**src/rtl/branch_pkg.sv**
```systemverilog
// Shared definitions for the branch resolution path: funct3 codes, the registered
// result record and the sequential PC step. Width follows `BRANCH_XLEN (default 32).
`ifndef BRANCH_XLEN
`define BRANCH_XLEN 32
`endif

package branch_pkg;

   localparam int BR_XLEN = `BRANCH_XLEN;

   localparam logic [2:0] F3_BEQ  = 3'b000;
   localparam logic [2:0] F3_BNE  = 3'b001;
   localparam logic [2:0] F3_BLT  = 3'b100;
   localparam logic [2:0] F3_BGE  = 3'b101;
   localparam logic [2:0] F3_BLTU = 3'b110;
   localparam logic [2:0] F3_BGEU = 3'b111;

   localparam int PC_STEP = 4;

   typedef struct packed {
      logic               taken;
      logic [BR_XLEN-1:0] target;
      logic [BR_XLEN-1:0] redirect_pc;
      logic               mispredict;
      logic               illegal;
   } branch_result_t;

   // The two funct3 codes that the base ISA leaves unassigned for branches.
   function automatic logic f3_is_illegal(input logic [2:0] func);
      return (func == 3'b010) || (func == 3'b011);
   endfunction

endpackage

```
**src/rtl/branch_cond_eval.sv**
```systemverilog
// Combinational branch condition evaluator: one equality, one signed and one
// unsigned less-than; GE/GEU are the complements. Shared with the fetch predictor check.
module branch_cond_eval
   import branch_pkg::*;
#(
   parameter int XLEN = BR_XLEN
) (
   input  logic [2:0]      func,
   input  logic [XLEN-1:0] a,
   input  logic [XLEN-1:0] b,
   output logic            taken,
   output logic            illegal
);

   logic eq;
   logic lt;
   logic ltu;

   assign eq  = (a == b);
   assign lt  = ($signed(a) < $signed(b));
   assign ltu = (a < b);

   always_comb begin
      taken   = 1'b0;
      illegal = f3_is_illegal(func);
      case (func)
         F3_BEQ:  taken = eq;
         F3_BNE:  taken = !eq;
         F3_BLT:  taken = lt;
         F3_BGE:  taken = !lt;
         F3_BLTU: taken = ltu;
         F3_BGEU: taken = !ltu;
         default: taken = 1'b0;
      endcase
   end

endmodule

```
**src/rtl/branch_resolve_unit.sv**
```systemverilog
// Registered branch resolution stage with a single valid/ready output register.
// Optional saturating statistics counters are enabled by BRANCH_RESOLVE_STATS_EN.
module branch_resolve_unit
   import branch_pkg::*;
#(
   parameter int XLEN = BR_XLEN
) (
   input  logic            clk,
   input  logic            rst_n,
   input  logic            in_valid,
   output logic            in_ready,
   input  logic [2:0]      in_func,
   input  logic [XLEN-1:0] in_a,
   input  logic [XLEN-1:0] in_b,
   input  logic [XLEN-1:0] in_pc,
   input  logic [XLEN-1:0] in_imm,
   input  logic            in_pred_taken,
   input  logic            flush,
   output logic            out_valid,
   input  logic            out_ready,
   output logic            out_taken,
   output logic [XLEN-1:0] out_target,
   output logic            out_mispredict,
   output logic [XLEN-1:0] out_redirect_pc,
   output logic            out_illegal
`ifdef BRANCH_RESOLVE_STATS_EN
   ,
   output logic [31:0]     stat_branches,
   output logic [31:0]     stat_mispredicts
`endif
);

   logic            cond_taken;
   logic            cond_illegal;
   logic [XLEN-1:0] target_sum;
   logic [XLEN-1:0] seq_pc;
   logic            accept;
   logic            valid_q;
   branch_result_t  next_res;
   branch_result_t  res_q;

   branch_cond_eval #(
      .XLEN (XLEN)
   ) u_cond (
      .func    (in_func),
      .a       (in_a),
      .b       (in_b),
      .taken   (cond_taken),
      .illegal (cond_illegal)
   );

   // Both adders wrap silently at 2^XLEN.
   assign target_sum = in_pc + in_imm;
   assign seq_pc     = in_pc + XLEN'(PC_STEP);

   always_comb begin
      next_res.taken       = cond_taken;
      next_res.target      = target_sum;
      next_res.redirect_pc = cond_taken ? target_sum : seq_pc;
      next_res.mispredict  = cond_taken != in_pred_taken;
      next_res.illegal     = cond_illegal;
   end

   assign in_ready = !flush && (!valid_q || out_ready);
   assign accept   = in_valid && in_ready;

   // Flush beats accept; with no accept, a consumed result simply empties the stage.
   always_ff @(posedge clk or negedge rst_n) begin
      if (!rst_n) begin
         valid_q <= 1'b0;
         res_q   <= '0;
      end else if (flush) begin
         valid_q <= 1'b0;
      end else if (accept) begin
         valid_q <= 1'b1;
         res_q   <= next_res;
      end else if (out_ready) begin
         valid_q <= 1'b0;
      end
   end

   assign out_valid       = valid_q;
   assign out_taken       = res_q.taken;
   assign out_target      = res_q.target;
   assign out_redirect_pc = res_q.redirect_pc;
   assign out_mispredict  = res_q.mispredict;
   assign out_illegal     = res_q.illegal;

`ifdef BRANCH_RESOLVE_STATS_EN
   logic consume;

   assign consume = valid_q && out_ready && !flush;

   always_ff @(posedge clk or negedge rst_n) begin
      if (!rst_n) begin
         stat_branches    <= '0;
         stat_mispredicts <= '0;
      end else if (consume && !res_q.illegal) begin
         if (stat_branches != '1) begin
            stat_branches <= stat_branches + 32'd1;
         end
         if (res_q.mispredict && (stat_mispredicts != '1)) begin
            stat_mispredicts <= stat_mispredicts + 32'd1;
         end
      end
   end
`else
   // Statistics build option disabled: no counters.
`endif

endmodule

```
**config.mk**
```make
export PLATFORM = sky130hd
export DESIGN_NAME = branch_resolve_unit
export DESIGN_NICKNAME = d
export VERILOG_FILES = /design/src/rtl/branch_pkg.sv /design/src/rtl/branch_cond_eval.sv /design/src/rtl/branch_resolve_unit.sv
export SDC_FILE = /design/constraint.sdc
export NUM_CORES = 1
export LEC_CHECK = 0
export ABC_AREA = 0
export ABC_CLOCK_PERIOD_IN_PS = 2750
export CORE_MARGIN = 2
export CORE_UTILIZATION = 50
export CTS_BUF_LIST = sky130_fd_sc_hd__clkbuf_4 sky130_fd_sc_hd__clkbuf_8 sky130_fd_sc_hd__clkbuf_16
export CTS_CLUSTER_SIZE = 20
export DETAILED_ROUTE_END_ITERATION = 6
export GPL_ROUTABILITY_DRIVEN = 1
export HOLD_SLACK_MARGIN = 0.12
export PLACE_DENSITY = 0.87
export SLEW_MARGIN = 20
export SYNTH_ARGS = -nofsm -noshare
export SYNTH_HDL_FRONTEND = slang
export SYNTH_SLANG_ARGS = --single-unit
export TNS_END_PERCENT = 20
```
**constraint.sdc**
```tcl
create_clock -name clk -period 2.75 [get_ports clk]
set_clock_uncertainty 0.2 [all_clocks]
set_input_delay 0.4125 -clock clk [delete_from_list [all_inputs] [get_ports clk]]
set_output_delay 0.4125 -clock clk [all_outputs]
set_load 0.1 [all_outputs]
```
Word-level counts from Yosys, hierarchy flattened --
Cells that the tools add are included.
Storage, ports and cells: output and inout bits 69, bits in registers 68
Cells by class: $lt $le $gt $ge 2, add/sub/neg operators 2, reduce and logical (&&, ||, !) cells 12, bitwise logic cells 1, equality and inequality tests 9, muxes and demuxes 5
Operators with widths (number):
- $lt 32x32->1 | 2
- $add 32x3->32 const B | 1
- $add 32x32->32 | 1
- $eq 32x32->1 | 1
- $mux 32 | 1
- $eq 3x3->1 const B | 4
- $eq 3x2->1 const B | 2
- $pmux 1 s6 | 1
- $logic_not 1->1 | 5
- $eq 3x1->1 const B | 1
- $logic_not 3->1 | 1
- $mux 1 | 3
- $reduce_bool 3->1 | 1
- $logic_and 1x1->1 | 2
- $logic_or 1x1->1 | 2
- $reduce_and 2->1 | 1
- $ne 1x1->1 | 1
- $not 1->1 | 1

Logic depth before layout (Yosys ltp) --
depth after elaboration 6, depth in mapped cells 12, depth with buffers taken out 11

Cells and area by module --
A second synthesis with hierarchy kept.
Second synthesis, totals: cell total of the unflattened synthesis 754, area total of the unflattened synthesis 6027.0 um^2
By module, submodules not included:
- branch_resolve_unit | cells an instance 633, area an instance 5156.2 um^2, times used 1, seq. area each 1701.6 um^2
- branch_cond_eval | cells an instance 121, area an instance 870.8 um^2, times used 1, seq. area each 0.0 um^2

Worst setup path before layout --
No wires, ideal clock.
path type register to register, start point reg valid_q (netlist: out_valid), end point reg res_q (netlist bit out_redirect_pc[24]), buffers on the path 3, library setup time 0.138 ns, data arrival time 3.441 ns, stages on the path, launching flop included 9, path slack -1.029 ns, cell sequence dfrtp_1 nor2b_1 nor2_1 nand2_1 buf_4 clkbuf_1 clkbuf_1 nand2_1 o221ai_1
Between the ends: longest elaborated chain between the ends 5
RTL lines:
- start, declared | line branch_resolve_unit.sv:38 | logic valid_q;
- start signal, assigned | line branch_resolve_unit.sv:70 | valid_q <= 1'b0;
- start signal, assigned | line branch_resolve_unit.sv:73 | valid_q <= 1'b0;
- start signal, assigned | line branch_resolve_unit.sv:75 | valid_q <= 1'b1;
- $logic_not 1->1 | line branch_resolve_unit.sv:64 | assign in_ready = !flush && (!valid_q || out_ready);
- $logic_or 1x1->1 | line branch_resolve_unit.sv:64
- $logic_and 1x1->1 | line branch_resolve_unit.sv:64
- via in_ready | line branch_resolve_unit.sv:11 | output logic in_ready,
- $logic_and 1x1->1 | line branch_resolve_unit.sv:65 | assign accept = in_valid && in_ready;
- $reduce_and 2->1 (no source line)
- end signal, assigned | line branch_resolve_unit.sv:76 | res_q <= next_res;
- end, declared | line branch_resolve_unit.sv:40 | branch_result_t res_q;
The timed path passes the listed nets, and every way through them passes these cells. A chain may end at the register's enable or synchronous reset.

Final worst setup path --
start point in in_pc[18], end point reg res_q (netlist bit out_redirect_pc[31])
Between the ends: longest elaborated chain between the ends 2, elaborated cells between the ends (all ways) 3, those cells by class add/sub: 2; mux: 1
RTL lines:
- start, declared | line branch_resolve_unit.sv:15 | input logic [XLEN-1:0] in_pc,
- $add 32x3->32 / $add 32x32->32 (equally long branches) | line branch_resolve_unit.sv:54, branch_resolve_unit.sv:53
- $mux 32 (*) | line branch_resolve_unit.sv:59 | next_res.redirect_pc = cond_taken ? target_sum : seq_pc;
Mark *: on every way between the ends. The rest lies on a longest branch, timed or not.

==> results.sh <==
export IMPL_status="finished, violations left"
export IMPL_violations="design-rule violations, negative setup slack"
export IMPL_synth_nets=896
export IMPL_io_buffers=205
export IMPL_clock_latency_ps=350
export IMPL_ys_seq_elements=68
export IMPL_hold_viol=0
export IMPL_post_route_drc_count=3
export IMPL_die_w_microns=114
export IMPL_max_freq_mhz=313
export IMPL_met1_length_microns=10200
export IMPL_core_area_sq_mm=0.0116
export IMPL_ys_warn_count=0
export IMPL_period_share_pct=116
export IMPL_numCtsBuffers=9
export IMPL_worstPathArrival_ps=3220
export IMPL_powerDensity_mw_per_mm2=665
export IMPL_htreeDepth=3
export IMPL_required_ps=2770
export IMPL_drive_gt1_share_pct=48.6
export IMPL_io_pins=206
export IMPL_wl_met2_microns=14500
export IMPL_critPathKind="primary input to flip-flop"
export IMPL_syn_area_per_cell_sq_um=8.64
export IMPL_yosysUniqueCellTypes=75
export IMPL_viasPerCell=6.68
export IMPL_wl_per_cell_microns=26.2
export IMPL_dpl_hpwl_microns=16200
export IMPL_setup_violations=38
export IMPL_rr_worst_depth=6
export IMPL_grt_pass1_wl_microns=38000
export IMPL_synth_main_ff_cell="dfrtp_1"
export IMPL_syn_area_sq_mm=0.00600
export IMPL_first_pass_iters=7
export IMPL_final_area_sq_mm=0.0106
export IMPL_power_leakage_nw=5.21
export IMPL_rows=39
export IMPL_rsz0062_at_grt="yes"
export IMPL_synthCells=694
export IMPL_synth_edf_count=0
export IMPL_ir_drop_v=0.000405
export IMPL_setup_ws_ps=-445
export IMPL_gr_usage_all_layers_pct=37.9
export IMPL_cts_buffer_depth=2
export IMPL_final_max_slew_violation_count=0
export IMPL_fp_dieH_microns=114
export IMPL_cts_sinks=68
export IMPL_wl_microns=31900
export IMPL_period_minus_slack_ps=3190
export IMPL_end_kind="flip-flop"
export IMPL_cts_tree="yes"
export IMPL_wl_met3_microns=3900
export IMPL_grt_overflow=0
export IMPL_placed_cell_area_sq_mm=0.00915
export IMPL_clk_pin_slew_ps=60
export IMPL_min_path_type="primary input to flip-flop"
export IMPL_dp_cells=1167
export IMPL_die_area_sq_mm=0.0129
export IMPL_initial_core_util_pct=51.8
export IMPL_finalNetCount=1267
export IMPL_synth_async_reset_ratio_pct=100
export IMPL_cts_root_buffer="clkbuf_16"
export IMPL_relSlewSlack_pct=59.3
export IMPL_worstMarginPinSlew_ps=611
export IMPL_gp_congestion=0.939
export IMPL_synthToLayoutAreaGrowth_pct=77.5
export IMPL_first_global_vias=7346
export IMPL_seq_area_frac_synth_pct=28.4
export IMPL_instances_no_fill=1215
export IMPL_cp_start_kind="primary input"
export IMPL_utilization_pct=92.0
export IMPL_grt_max_degree=56
export IMPL_drv_cap=0
export IMPL_whs_ps=205
export IMPL_route_top_layer_used="met4"
export IMPL_cp_max_fo=4
export IMPL_hold_depth=4
export IMPL_ant_nets=0
export IMPL_p_total_mw=7.08
export IMPL_drtIter0Drc=1328
export IMPL_vias=8113
export IMPL_antenna_found_initial=2
[logic make-up (layout without fill, tap and decap cells)]
kind of cell | after synthesis | count (layout) | share of synthesized area, %
other | 0 | 2 | 0
buffers and inverters | 68 | 443 | 4.99
adder cells (fa/ha/maj) | 65 | 65 | 13.7
AO/OA/AOI/OAI | 183 | 183 | 20.4
multiplexers | 28 | 28 | 5.63
flip-flops | 68 | 68 | 28.4
XOR/XNOR | 56 | 56 | 8.18
AND/OR/NAND/NOR | 226 | 227 | 18.7
[flip-flops by register name, indices dropped and copies added, names as in the netlist]
signal,count
out_valid,1
out_redirect_pc,32
out_mispredict,1
out_target,32
out_taken,1
out_illegal,1
[routing by layer]
layer | GRT usage (%) | vias to the layer above
met5 | 0 | -
li1 | - | 3232
met2 | 67.5 | 852
met3 | 8.08 | 329
met4 | 18.3 | 0
met1 | 43.1 | 3700
[where the power goes]
part,switching [mW],total (mW),internal [mW]
clock,0.527,1.43,0.901
combinational,2.95,4.25,1.30
sequential,0.174,1.41,1.23
total,3.65,7.08,3.43
[cell usage after synthesis, types with 4 or more instances]
cell	instances	share of area, %
dfrtp_1	68	28
a221o_1	4	0.67
and3_1	9	0.94
nand4_1	9	0.94
o21ai_1	19	1.6
clkbuf_1	15	0.94
a211oi_1	6	0.75
o21bai_1	5	0.63
nor2b_1	5	0.52
xnor2_1	32	4.7
ha_1	64	13
o21a_1	6	0.75
nor2_1	32	2.0
o21ai_0	47	3.9
mux2i_1	12	2.0
mux2_2	6	1.1
nand3_1	26	2.2
nand2_1	103	6.4
xor2_1	24	3.5
mux2_4	10	2.5
a21o_1	13	1.6
o211ai_1	4	0.50
inv_1	46	2.9
nor3_1	11	0.92
or3_1	4	0.42
a21oi_1	41	3.4
[area by class of cell]
cell class                 count  area [sq um]
clock buffer                  10           233
timing repair buffer         381          3170
clock inverter                 6           113
inverter                      46           178
tap                          143           179
sequential                    68          1700
multi-input combinational    559          5060
fill                         408           921
antenna                        2          5.00
[cell usage in the layout, fill, tap and decap left out, types with 5 or more instances in the layout]
| cell type | n |
|---|---|
| buf_4 | 227 |
| nand2_1 | 97 |
| dfrtp_1 | 67 |
| ha_4 | 50 |
| dlymetal6s2s_1 | 34 |
| clkbuf_2 | 32 |
| o21ai_0 | 31 |
| inv_2 | 29 |
| xnor2_1 | 28 |
| nor2_1 | 28 |
| clkdlybuf4s50_1 | 27 |
| a21oi_1 | 26 |
| xor2_1 | 24 |
| nand3_1 | 24 |
| buf_6 | 22 |
| o21ai_1 | 19 |
| buf_2 | 19 |
| o21ai_2 | 17 |
| inv_1 | 15 |
| a21oi_2 | 14 |
| a21o_1 | 13 |
| mux2i_1 | 11 |
| mux2_4 | 11 |
| ha_1 | 11 |
| nand4_1 | 9 |
| clkbuf_16 | 9 |
| nor3_1 | 8 |
| and3_1 | 7 |
| o21a_1 | 6 |
| clkdlybuf4s15_1 | 6 |
| dlygate4sd2_1 | 6 |
| buf_12 | 6 |
| mux2_2 | 5 |
| o21bai_1 | 5 |
[what timing repair did]
item / 4_1_cts / 5_1_grt
resized for setup: 239 / 230
hold buffers: 1 / 0
buffers inserted: 10 / 17
endpoints found under the setup margin: 48 / 54
pin swaps: 36 / 84
cloned: 2 / 0
hold endpoints to repair: 22 / 0
[through the flow]
step,TNS (ps),setup WS [ps]
finish,-5970,-445
global route,-9520,-542
CTS,-1460,-331
detailed placement,-31500,-735
global placement,-28220,-662
floorplan,-41.8,-22.5
[final timing paths]
path                                start             endpoint  slack [ps]
min                              in_pc[0]        out_target[0]         200
max reg2reg                     out_valid  out_redirect_pc[19]         610
max                             in_pc[18]  out_redirect_pc[31]        -440
min reg2reg                out_target[29]       out_target[29]         280
max in group asynchronous           rst_n            out_valid        1250
min in group asynchronous           rst_n       out_target[15]         390
[critical path, cell delays in order]
cell and delay, ps:
dlymetal6s2s_1 380, ha_4 300, a21oi_1 200, o21ai_1 170, nor3_1 270, o211a_1 250
o31ai_4 90, a221o_1 430, a32o_2 310, or3_1 380
(Power assumes the default switching activity.)
